==> config.mk <==
export PLATFORM = sky130hd
export DESIGN_NAME = pipelined_addsub_flat
export DESIGN_NICKNAME = d
export VERILOG_FILES = /design/src/rtl/pipelined_addsub_if.sv /design/src/rtl/pipelined_addsub.sv /design/src/flat_wrapper.sv
export SDC_FILE = /design/constraint.sdc
export NUM_CORES = 1
export LEC_CHECK = 0
export BUFFER_PORTS_ARGS = -buffer_cell sky130_fd_sc_hd__buf_4
export CAP_MARGIN = 20
export CORE_MARGIN = 8
export CORE_UTILIZATION = 40
export DETAILED_ROUTE_END_ITERATION = 7
export SYNTH_ARGS = -nofsm -noshare
export SYNTH_HDL_FRONTEND = slang
export SYNTH_SLANG_ARGS = --single-unit
==> constraint.sdc <==
create_clock -name clk -period 3.1 [get_ports clk]
set_clock_uncertainty 0.15 [all_clocks]
set_input_delay 0.155 -clock clk [delete_from_list [all_inputs] [get_ports clk]]
set_output_delay 0.155 -clock clk [all_outputs]
set_load 0.02 [all_outputs]
==> src/rtl/pipelined_addsub_if.sv <==
// Operand/result bundle for the pipelined adder/subtractor: request side
// (in_valid/in_ready + operands) and result side (out_valid/out_ready + sum, flags).
interface pipelined_addsub_if #(
    parameter int W = 32
);
    logic         in_valid;
    logic         in_ready;
    logic [W-1:0] a;
    logic [W-1:0] b;
    logic         c_in;
    logic         sub;
    logic         out_valid;
    logic         out_ready;
    logic [W-1:0] sum;
    logic         c_out;
    logic         ovf;
    logic         zero;

    modport master (
        output in_valid, a, b, c_in, sub, out_ready,
        input  in_ready, out_valid, sum, c_out, ovf, zero
    );

    modport slave (
        input  in_valid, a, b, c_in, sub, out_ready,
        output in_ready, out_valid, sum, c_out, ovf, zero
    );
endinterface

==> src/rtl/pipelined_addsub.sv <==
// Pipelined W-bit add/sub: one CW-bit carry slice resolved per stage, flags registered with the sum.
// Latency: STAGES cycles from acceptance to out_valid; the last stage is the output register.
// Backpressure: one global enable freezes every stage while the result is held; in_ready = out_ready || !out_valid.
module pipelined_addsub #(
    parameter int W      = 32,
    parameter int STAGES = 4
) (
    input  logic              clk,
    input  logic              rst_n,
    pipelined_addsub_if.slave bus
);
    localparam int CW = W / STAGES;
    localparam int NP = (STAGES > 1) ? STAGES - 1 : 1;

    // Operands travel with the partial result so each stage only touches its own slice.
    typedef struct packed {
        logic [W-1:0] a;
        logic [W-1:0] bb;
        logic [W-1:0] r;
        logic         cy;
    } stage_t;

    logic         en;
    stage_t       in_st;
    stage_t       pipe_q     [NP];
    logic         pipe_vld_q [NP];
    stage_t       st_src     [STAGES];
    stage_t       st_res     [STAGES];
    logic         src_vld    [STAGES];

    logic [W-1:0] sum_q;
    logic         c_out_q;
    logic         ovf_q;
    logic         zero_q;
    logic         out_vld_q;
    logic         ovf_d;

    assign en            = bus.out_ready || !out_vld_q;
    assign bus.in_ready  = en;
    assign bus.out_valid = out_vld_q;
    assign bus.sum       = sum_q;
    assign bus.c_out     = c_out_q;
    assign bus.ovf       = ovf_q;
    assign bus.zero      = zero_q;

    always_comb begin
        in_st.a  = bus.a;
        in_st.bb = bus.sub ? ~bus.b : bus.b;
        in_st.r  = '0;
        in_st.cy = bus.c_in;
    end

    always_comb begin
        logic [CW:0] slice;
        slice      = '0;
        st_src[0]  = in_st;
        src_vld[0] = bus.in_valid;
        for (int k = 1; k < STAGES; k++) begin
            st_src[k]  = pipe_q[k-1];
            src_vld[k] = pipe_vld_q[k-1];
        end
        for (int k = 0; k < STAGES; k++) begin
            slice = {1'b0, st_src[k].a[k*CW +: CW]}
                  + {1'b0, st_src[k].bb[k*CW +: CW]}
                  + {{CW{1'b0}}, st_src[k].cy};
            st_res[k]                = st_src[k];
            st_res[k].r[k*CW +: CW]  = slice[CW-1:0];
            st_res[k].cy             = slice[CW];
        end
    end

    // Sign bits of the conditioned operands are still carried unchanged into the last stage.
    assign ovf_d = (st_src[STAGES-1].a[W-1] == st_src[STAGES-1].bb[W-1])
                && (st_res[STAGES-1].r[W-1] != st_src[STAGES-1].a[W-1]);

    always_ff @(posedge clk or negedge rst_n) begin
        if (!rst_n) begin
            for (int k = 0; k < NP; k++) begin
                pipe_q[k]     <= '0;
                pipe_vld_q[k] <= 1'b0;
            end
            sum_q     <= '0;
            c_out_q   <= 1'b0;
            ovf_q     <= 1'b0;
            zero_q    <= 1'b0;
            out_vld_q <= 1'b0;
        end else if (en) begin
            for (int k = 0; k < STAGES - 1; k++) begin
                pipe_q[k]     <= st_res[k];
                pipe_vld_q[k] <= src_vld[k];
            end
            sum_q     <= st_res[STAGES-1].r;
            c_out_q   <= st_res[STAGES-1].cy;
            ovf_q     <= ovf_d;
            zero_q    <= ~|st_res[STAGES-1].r;
            out_vld_q <= src_vld[STAGES-1];
        end
    end
endmodule

==> src/flat_wrapper.sv <==
// flat-port wrapper written by rule: the top's interface ports become plain ports
module pipelined_addsub_flat 
#(
    parameter int W      = 32,
    parameter int STAGES = 4
)
  (clk, rst_n, bus_in_valid, bus_a, bus_b, bus_c_in, bus_sub, bus_out_ready, bus_in_ready, bus_out_valid, bus_sum, bus_c_out, bus_ovf, bus_zero);
  pipelined_addsub_if #(.W(W)) bus_i ();
  input  logic clk;
  input  logic rst_n;
  input wire logic [$bits(bus_i.in_valid)-1:0] bus_in_valid;
  input wire logic [$bits(bus_i.a)-1:0] bus_a;
  input wire logic [$bits(bus_i.b)-1:0] bus_b;
  input wire logic [$bits(bus_i.c_in)-1:0] bus_c_in;
  input wire logic [$bits(bus_i.sub)-1:0] bus_sub;
  input wire logic [$bits(bus_i.out_ready)-1:0] bus_out_ready;
  output wire logic [$bits(bus_i.in_ready)-1:0] bus_in_ready;
  output wire logic [$bits(bus_i.out_valid)-1:0] bus_out_valid;
  output wire logic [$bits(bus_i.sum)-1:0] bus_sum;
  output wire logic [$bits(bus_i.c_out)-1:0] bus_c_out;
  output wire logic [$bits(bus_i.ovf)-1:0] bus_ovf;
  output wire logic [$bits(bus_i.zero)-1:0] bus_zero;
  assign bus_i.in_valid = bus_in_valid;
  assign bus_i.a = bus_a;
  assign bus_i.b = bus_b;
  assign bus_i.c_in = bus_c_in;
  assign bus_i.sub = bus_sub;
  assign bus_i.out_ready = bus_out_ready;
  assign bus_in_ready = bus_i.in_ready;
  assign bus_out_valid = bus_i.out_valid;
  assign bus_sum = bus_i.sum;
  assign bus_c_out = bus_i.c_out;
  assign bus_ovf = bus_i.ovf;
  assign bus_zero = bus_i.zero;
  pipelined_addsub #(.W(W), .STAGES(STAGES)) u_core (.clk(clk), .rst_n(rst_n), .bus(bus_i));
endmodule
==> qor.txt, run 1 <==
hold path start = bus_a[1]
CP endpoint kind = register
vias in the first global route = 6410
number of diodes = 0
synthesized net count = 1036
Initial Utilization = 0.405
H-tree levels = 4
largest net degree at the start of global routing = 133
Syn. warnings = 0
synthesized cell area = 8430 µm²
final max-slew violation count = 0
RR Startpoint = u_core.pipe_q[0]
Post-Syn Instances = 930
CTS Root Cell = clkbuf_16
Post-synth EDFFs = 0
Req. time, crit path = 3.28 ns
starting DRC count in detailed routing = 281
Seq/Total Area, Yosys = 0.552
Clock transition at path regs = 0.07 ns
DRC errors left = 0
number of vias per cell = 4.66
total global-route track usage = 0.145
die footprint = 26000 µm²
Leak = 5.30 nW
first-pass GRT wire length = 31100 µm
RSZ-0062 raised after global routing = no
DP Worst Slack = 0.557 ns
routed length per instance = 13.1 µm
FP Rows = 53
Hold Vio Cnt, Final = 0
outcome = completed
Finished Layout Cells = 1359
DP Cell Count = 1275
CP Max Fanout = 2
Syn-to-layout area delta = 25.4%
average footprint of a synthesized cell = 9.06 µm²
Top FF cell, synth = dfrtp_1
initial antenna violation count = 0
relative slew slack = 0.539
Max-cap violations = 0
Die W = 161 µm
Synth top area share = 0.552
slack of the critical path = 0.557 ns
Clock Latency Late Sink = 0.42 ns
count of boundary I/O pins = 107
#FFs+latches synth = 186
number of iterations in the first detailed-routing pass = 5
Hold WC Path Type = in2reg
HPWL after detailed placement = 12100 µm
TritonCTS clock tree = yes
Synth area leader = dfrtp_1
die height = 161 µm
setup violators final = 0
post-CTS setup buffers = 0
CP startpoint = u_core.pipe_q[0]
Detail Route Antenna Nets = 0
Synth cell types = 39
Setup CP Type = reg2reg
IO buf count = 106
core footprint = 20800 µm²
P per Cell Area = 973 nW/µm²
startpoint class of the critical path = register
fin crit period = 2.54 ns
clock sinks = 186
Routed WL = 17800 µm
tightest hold margin = 0.0219 ns
post-layout util = 0.508
Final GP Congestion = 0.812
Worst Tran Pin Value = 0.691 ns
hold buffer count at cts = 52
# fillers = 2027
top-count cell post-synth = nand2_1
ratio of cells with drive above 1 in the final layout = 0.137
synth cell count leaders = nand2_1 (418), dfrtp_1 (186), o21ai_1 (38), xnor2_1 (35), nor2_1 (29)
total number of vias = 6333
CTS resizes = 0
Data arrival, critical path = 2.72 ns
top post-synthesis cells by area = dfrtp_1 (55%), nand2_1 (19%), ha_1 (4.2%)
Final Cycle Share = 0.820
total congestion overflow = 0
async set or reset register ratio after synthesis = 1.00
CTS Buffer Depth = 2
FMAX = 393 MHz
VDD IR-drop max = 0.398 mV
Final nets = 1177
CTS Buf Count = 17
final setup TNS = 0 ns
metrics by stage:
stage | instance area [µm²] | total power, mW
final | 10600 | 10.3
after global routing | 10600 | 11.2
after CTS | 10600 | 10.5
after detailed placement | 9480 | 8.27
after global placement | 9480 | 8.18
after floorplan | 8430 | 6.96
sequential cells by signal, indices dropped and copies added, names as in the netlist:
signal and cells:
u_core.bus.zero 1, u_core.bus.c_out 1, u_core.pipe_q 147, u_core.pipe_vld_q 3, u_core.bus.sum 32, u_core.bus.ovf 1
u_core.bus.out_valid 1
where the power goes:
group | internal (mW) | switching [mW]
Combinational | 1.72 | 2.28
Clock | 1.17 | 0.908
Sequential | 3.51 | 0.687
Total | 6.40 | 3.88
routing by layer:
layer	up-vias	routed length, µm	GRT usage
li1	3248	-	-
met1	2977	8800	0.191
met2	96	8170	0.229
met3	12	732	0.0445
met4	0	139	0.0332
met5	-	0	0
cells in the final DEF, fill, tap and decap left out, types with 2 or more instances in the layout:
master	n
clkbuf_8	4
o21bai_1	5
fa_1	8
dfrtp_1	186
buf_4	111
or3_1	2
nor2b_1	4
clkinv_2	4
a21oi_1	19
o21ai_0	11
nand4_1	3
nor2_1	29
o211a_1	2
clkbuf_16	17
o21a_1	8
clkinvlp_4	3
o31ai_1	11
xnor2_1	35
o21ai_1	38
nand3_1	2
nor3_1	9
inv_1	24
and3b_1	2
buf_12	3
dlygate4sd3_1	52
a21o_1	3
nand2b_1	3
xor2_1	13
clkbuf_1	2
a31oi_1	4
nor4_1	5
ha_1	28
nand2_1	418
a211oi_1	4
logic make-up after synthesis:
family,synth area share
compound gates,0.0766
flops,0.552
simple gates,0.224
buf+inv,0.0353
xor+xnor,0.0499
mux,0.00134
fa+ha+maj,0.0606
layout make-up:
class / instances / area (µm²) / share of cell area
clock buffer: 22 / 474 / 0.0449
clock inverter: 10 / 92.6 / 0.00876
inverter: 25 / 96.3 / 0.00911
multi-input combinational: 674 / 3480 / 0.329
sequential: 186 / 4650 / 0.440
tap: 275 / 344 / 0.0325
timing repair buffer: 167 / 1430 / 0.135
worst max-delay path, cell delays in order (launching register included):
cell and delay, ns:
dfrtp_1 0.35, inv_1 0.06, fa_1 0.44, inv_1 0.09, fa_1 0.44, nor4_1 0.34
nand4_1 0.13, nor2_1 0.16, nand3_1 0.09, o31ai_1 0.20
final timing paths:
| path | slack [ns] | cells past startpoint | to |
|---|---|---|---|
| max | 0.56 | 9 | u_core.bus.zero |
| min | 0.02 | 4 | u_core.pipe_q[196] |
| max reg2reg | 0.56 | 9 | u_core.bus.zero |
| min reg2reg | 0.31 | 2 | u_core.pipe_vld_q[0] |
| max in group asynchronous | 1.81 | 3 | u_core.pipe_q[112] |
| min in group asynchronous | 0.18 | 2 | u_core.pipe_q[103] |
Note: power is estimated with default switching activity, not from simulation.
==> run 2, diff against run 1 <==
--- a/config.mk
+++ b/config.mk
@@ -5,6 +5,7 @@
 export SDC_FILE = /design/constraint.sdc
 export NUM_CORES = 1
 export LEC_CHECK = 0
+export ABC_AREA = 1
 export BUFFER_PORTS_ARGS = -buffer_cell sky130_fd_sc_hd__buf_4
 export CAP_MARGIN = 20
 export CORE_MARGIN = 8
==> constraint.sdc (replaced) <==
create_clock -name clk -period 2.1 [get_ports clk]
set_clock_uncertainty 0.15 [all_clocks]
set_input_delay 0.105 -clock clk [delete_from_list [all_inputs] [get_ports clk]]
set_output_delay 0.105 -clock clk [all_outputs]
set_load 0.02 [all_outputs]
==> qor.txt, run 2 <==
number of vias per cell = 4.61
starting DRC count in detailed routing = 295
Design Area, Final = 11000 µm²
FP Rows = 54
Largest register FFs = 147
commonest non-fill, non-tap cell in the layout = nand2_1
FF-to-FF End = u_core.bus.zero
Req. time, crit path = 2.32 ns
Post-synth EDFFs = 0
TritonCTS clock tree = yes
fin crit period = 2.07 ns
vias in the first global route = 6901
Top FF cell, synth = dfrtp_1
Register Area = 4650 µm²
GR Util met2 = 0.253
number of diodes = 0
RR Startpoint = u_core.pipe_q[0]
Worst Tran Pin Value = 0.506 ns
total global-route track usage = 0.153
Initial Utilization = 0.402
H-tree levels = 4
Hold Vio Cnt, Final = 0
CTS Buffer Depth = 2
Top reg by flops = u_core.pipe_q
Final nets = 1257
clock sinks = 186
CTS Root Cell = clkbuf_16
Detail Route Antenna Nets = 0
Seq/Total Area, Yosys = 0.538
ratio of cells with drive above 1 in the final layout = 0.148
Clock Latency Late Sink = 0.43 ns
setup violators final = 0
Syn-to-layout area delta = 27.3%
Clock transition at path regs = 0.07 ns
routed length per instance = 13.2 µm
synthesized cell area = 8660 µm²
multi-input logic area = 3480 µm²
Worst path max stage delay = 0.43 ns
outcome = completed
dpl cell area = 9840 µm²
average footprint of a synthesized cell = 8.66 µm²
Die W = 163 µm
HPWL after detailed placement = 13300 µm
P per Cell Area = 1430 nW/µm²
top-count cell post-synth = nand2_1
initial antenna violation count = 0
RSZ-0062 raised after global routing = yes
most frequent cells in the layout = nand2_1 (378), dfrtp_1 (186), o21ai_0 (118)
Syn. warnings = 0
number of iterations in the first detailed-routing pass = 4
CTS Buf Count = 17
Hold WC Path Type = in2async
Synth top area share = 0.538
FMAX = 483 MHz
largest net degree at the start of global routing = 78
cell depth of the worst flop-to-flop path = 11
synthesized net count = 1106
DRC errors left = 0
Synth area leader = dfrtp_1
CP dominant cell by count = inv_2
top post-synthesis cells by area = dfrtp_1 (54%), nand2_1 (16%), o21ai_0 (6.8%)
Post-Syn Instances = 1000
Leak = 5.55 nW
IO buf count = 106
relative slew slack = 0.663
total congestion overflow = 0
Routed WL = 19100 µm
cells along the critical path = inv_2 > fa_2 > inv_2 > fa_2 > inv_2 > nand3_2 > nor2_1 > nand4_1 > nor2_1 > nand3_1 > nand2_1
count of boundary I/O pins = 107
final max-slew violation count = 0
die footprint = 26600 µm²
global route hottest layer = met2
startpoint class of the critical path = register
total number of vias = 6657
die height = 163 µm
GR Layer Usage met3 = 0.0383
post-layout util = 0.511
reg-to-reg setup timing slack = 0.03 ns
WP buf/inv = 3
Max-cap violations = 0
M1 GR Usage = 0.194
first-pass GRT wire length = 33200 µm
Setup CP Type = reg2reg
async set or reset register ratio after synthesis = 1.00
Final Cycle Share = 0.987
Final GP Congestion = 0.843
#FFs+latches synth = 186
CP top delay family = adder cells
slowest library cell on the worst path = fa_2
CP Max Fanout = 2
CP endpoint kind = register
Data arrival, critical path = 2.29 ns
synth cell count leaders = nand2_1 (378), dfrtp_1 (186), o21ai_0 (118), inv_1 (88), nor2_1 (33)
# fillers = 2005
Synth cell types = 29
core footprint = 21600 µm²
VDD IR-drop max = 0.542 mV
run 2: metrics by stage:
| step | total power [mW] | setup TNS (ns) | std cells | setup WS (ns) | hold WS (ns) |
|---|---|---|---|---|---|
| after floorplan | 10.3 | 0 | 1000 | 0.0321 | -0.341 |
| after global placement | 12.3 | 0 | 1357 | 0.0157 | -0.0789 |
| after detailed placement | 12.5 | -0.0759 | 1357 | -0.0759 | -0.0773 |
| after CTS | 16.0 | 0 | 1443 | 0.00102 | 0.0143 |
| after global routing | 17.2 | -0.102 | 1443 | -0.102 | 0.0270 |
| final | 15.8 | 0 | 1443 | 0.0279 | 0.0155 |
run 2: final cells by class:
type | count | share of cell area
well taps | 280 | 0.0318
flip-flops and latches | 186 | 0.422
clock inverters | 13 | 0.0152
multi-input cells | 682 | 0.316
clock buffers | 18 | 0.0399
inverters | 88 | 0.0304
repair buffers | 176 | 0.144
run 2: power breakdown:
part | switching, mW | internal, mW
Sequential | 0.893 | 5.17
Combinational | 3.84 | 2.58
Clock | 1.40 | 1.91
run 2: cells by family after synthesis:
kind of cell,Yosys count,share of synthesized area
buffers and inverters,132,0.0630
AO/OA/AOI/OAI,150,0.0919
flip-flops,186,0.538
AND/OR/NAND/NOR,454,0.206
adder cells (fa/ha/maj),36,0.0590
XOR/XNOR,42,0.0425
run 2: how the worst max path moves through the flow:
stage / slack (ns) / cells after the start / end / startpoint
finish: 0.03 / 11 / u_core.bus.zero / u_core.pipe_q[0]
global route: -0.10 / 11 / u_core.bus.zero / u_core.pipe_q[0]
CTS: 0.001 / 11 / u_core.bus.zero / u_core.pipe_q[89]
detailed placement: -0.08 / 11 / u_core.bus.zero / u_core.pipe_q[0]
global placement: 0.02 / 11 / u_core.bus.zero / u_core.pipe_q[0]
floorplan: 0.03 / 9 / u_core.pipe_q[199] / bus_sub
run 2: timing repair:
action / CTS / global route
hold endpoints to repair: 238 / 0
setup buffers: 1 / 0
hold buffers: 54 / 0
pin swaps: 5 / 9
gates resized for setup: 3 / 10
endpoints found under the setup margin: 1 / 7
run 2: metal layers:
layer	share of wire	wire length (µm)	vias up
met2	0.48	9190	103
met3	0.044	846	19
met5	0	0	-
met4	0.012	222	0
li1	-	-	3448
met1	0.46	8840	3087
run 2: worst register-to-register path: cells and delay by family, from the launching register on:
kind | cells | cell delay, ns
buffers and inverters | 3 | 0.19
adder cells (fa/ha/maj) | 2 | 0.81
AND/OR/NAND/NOR | 6 | 0.51
flip-flops | 1 | 0.36
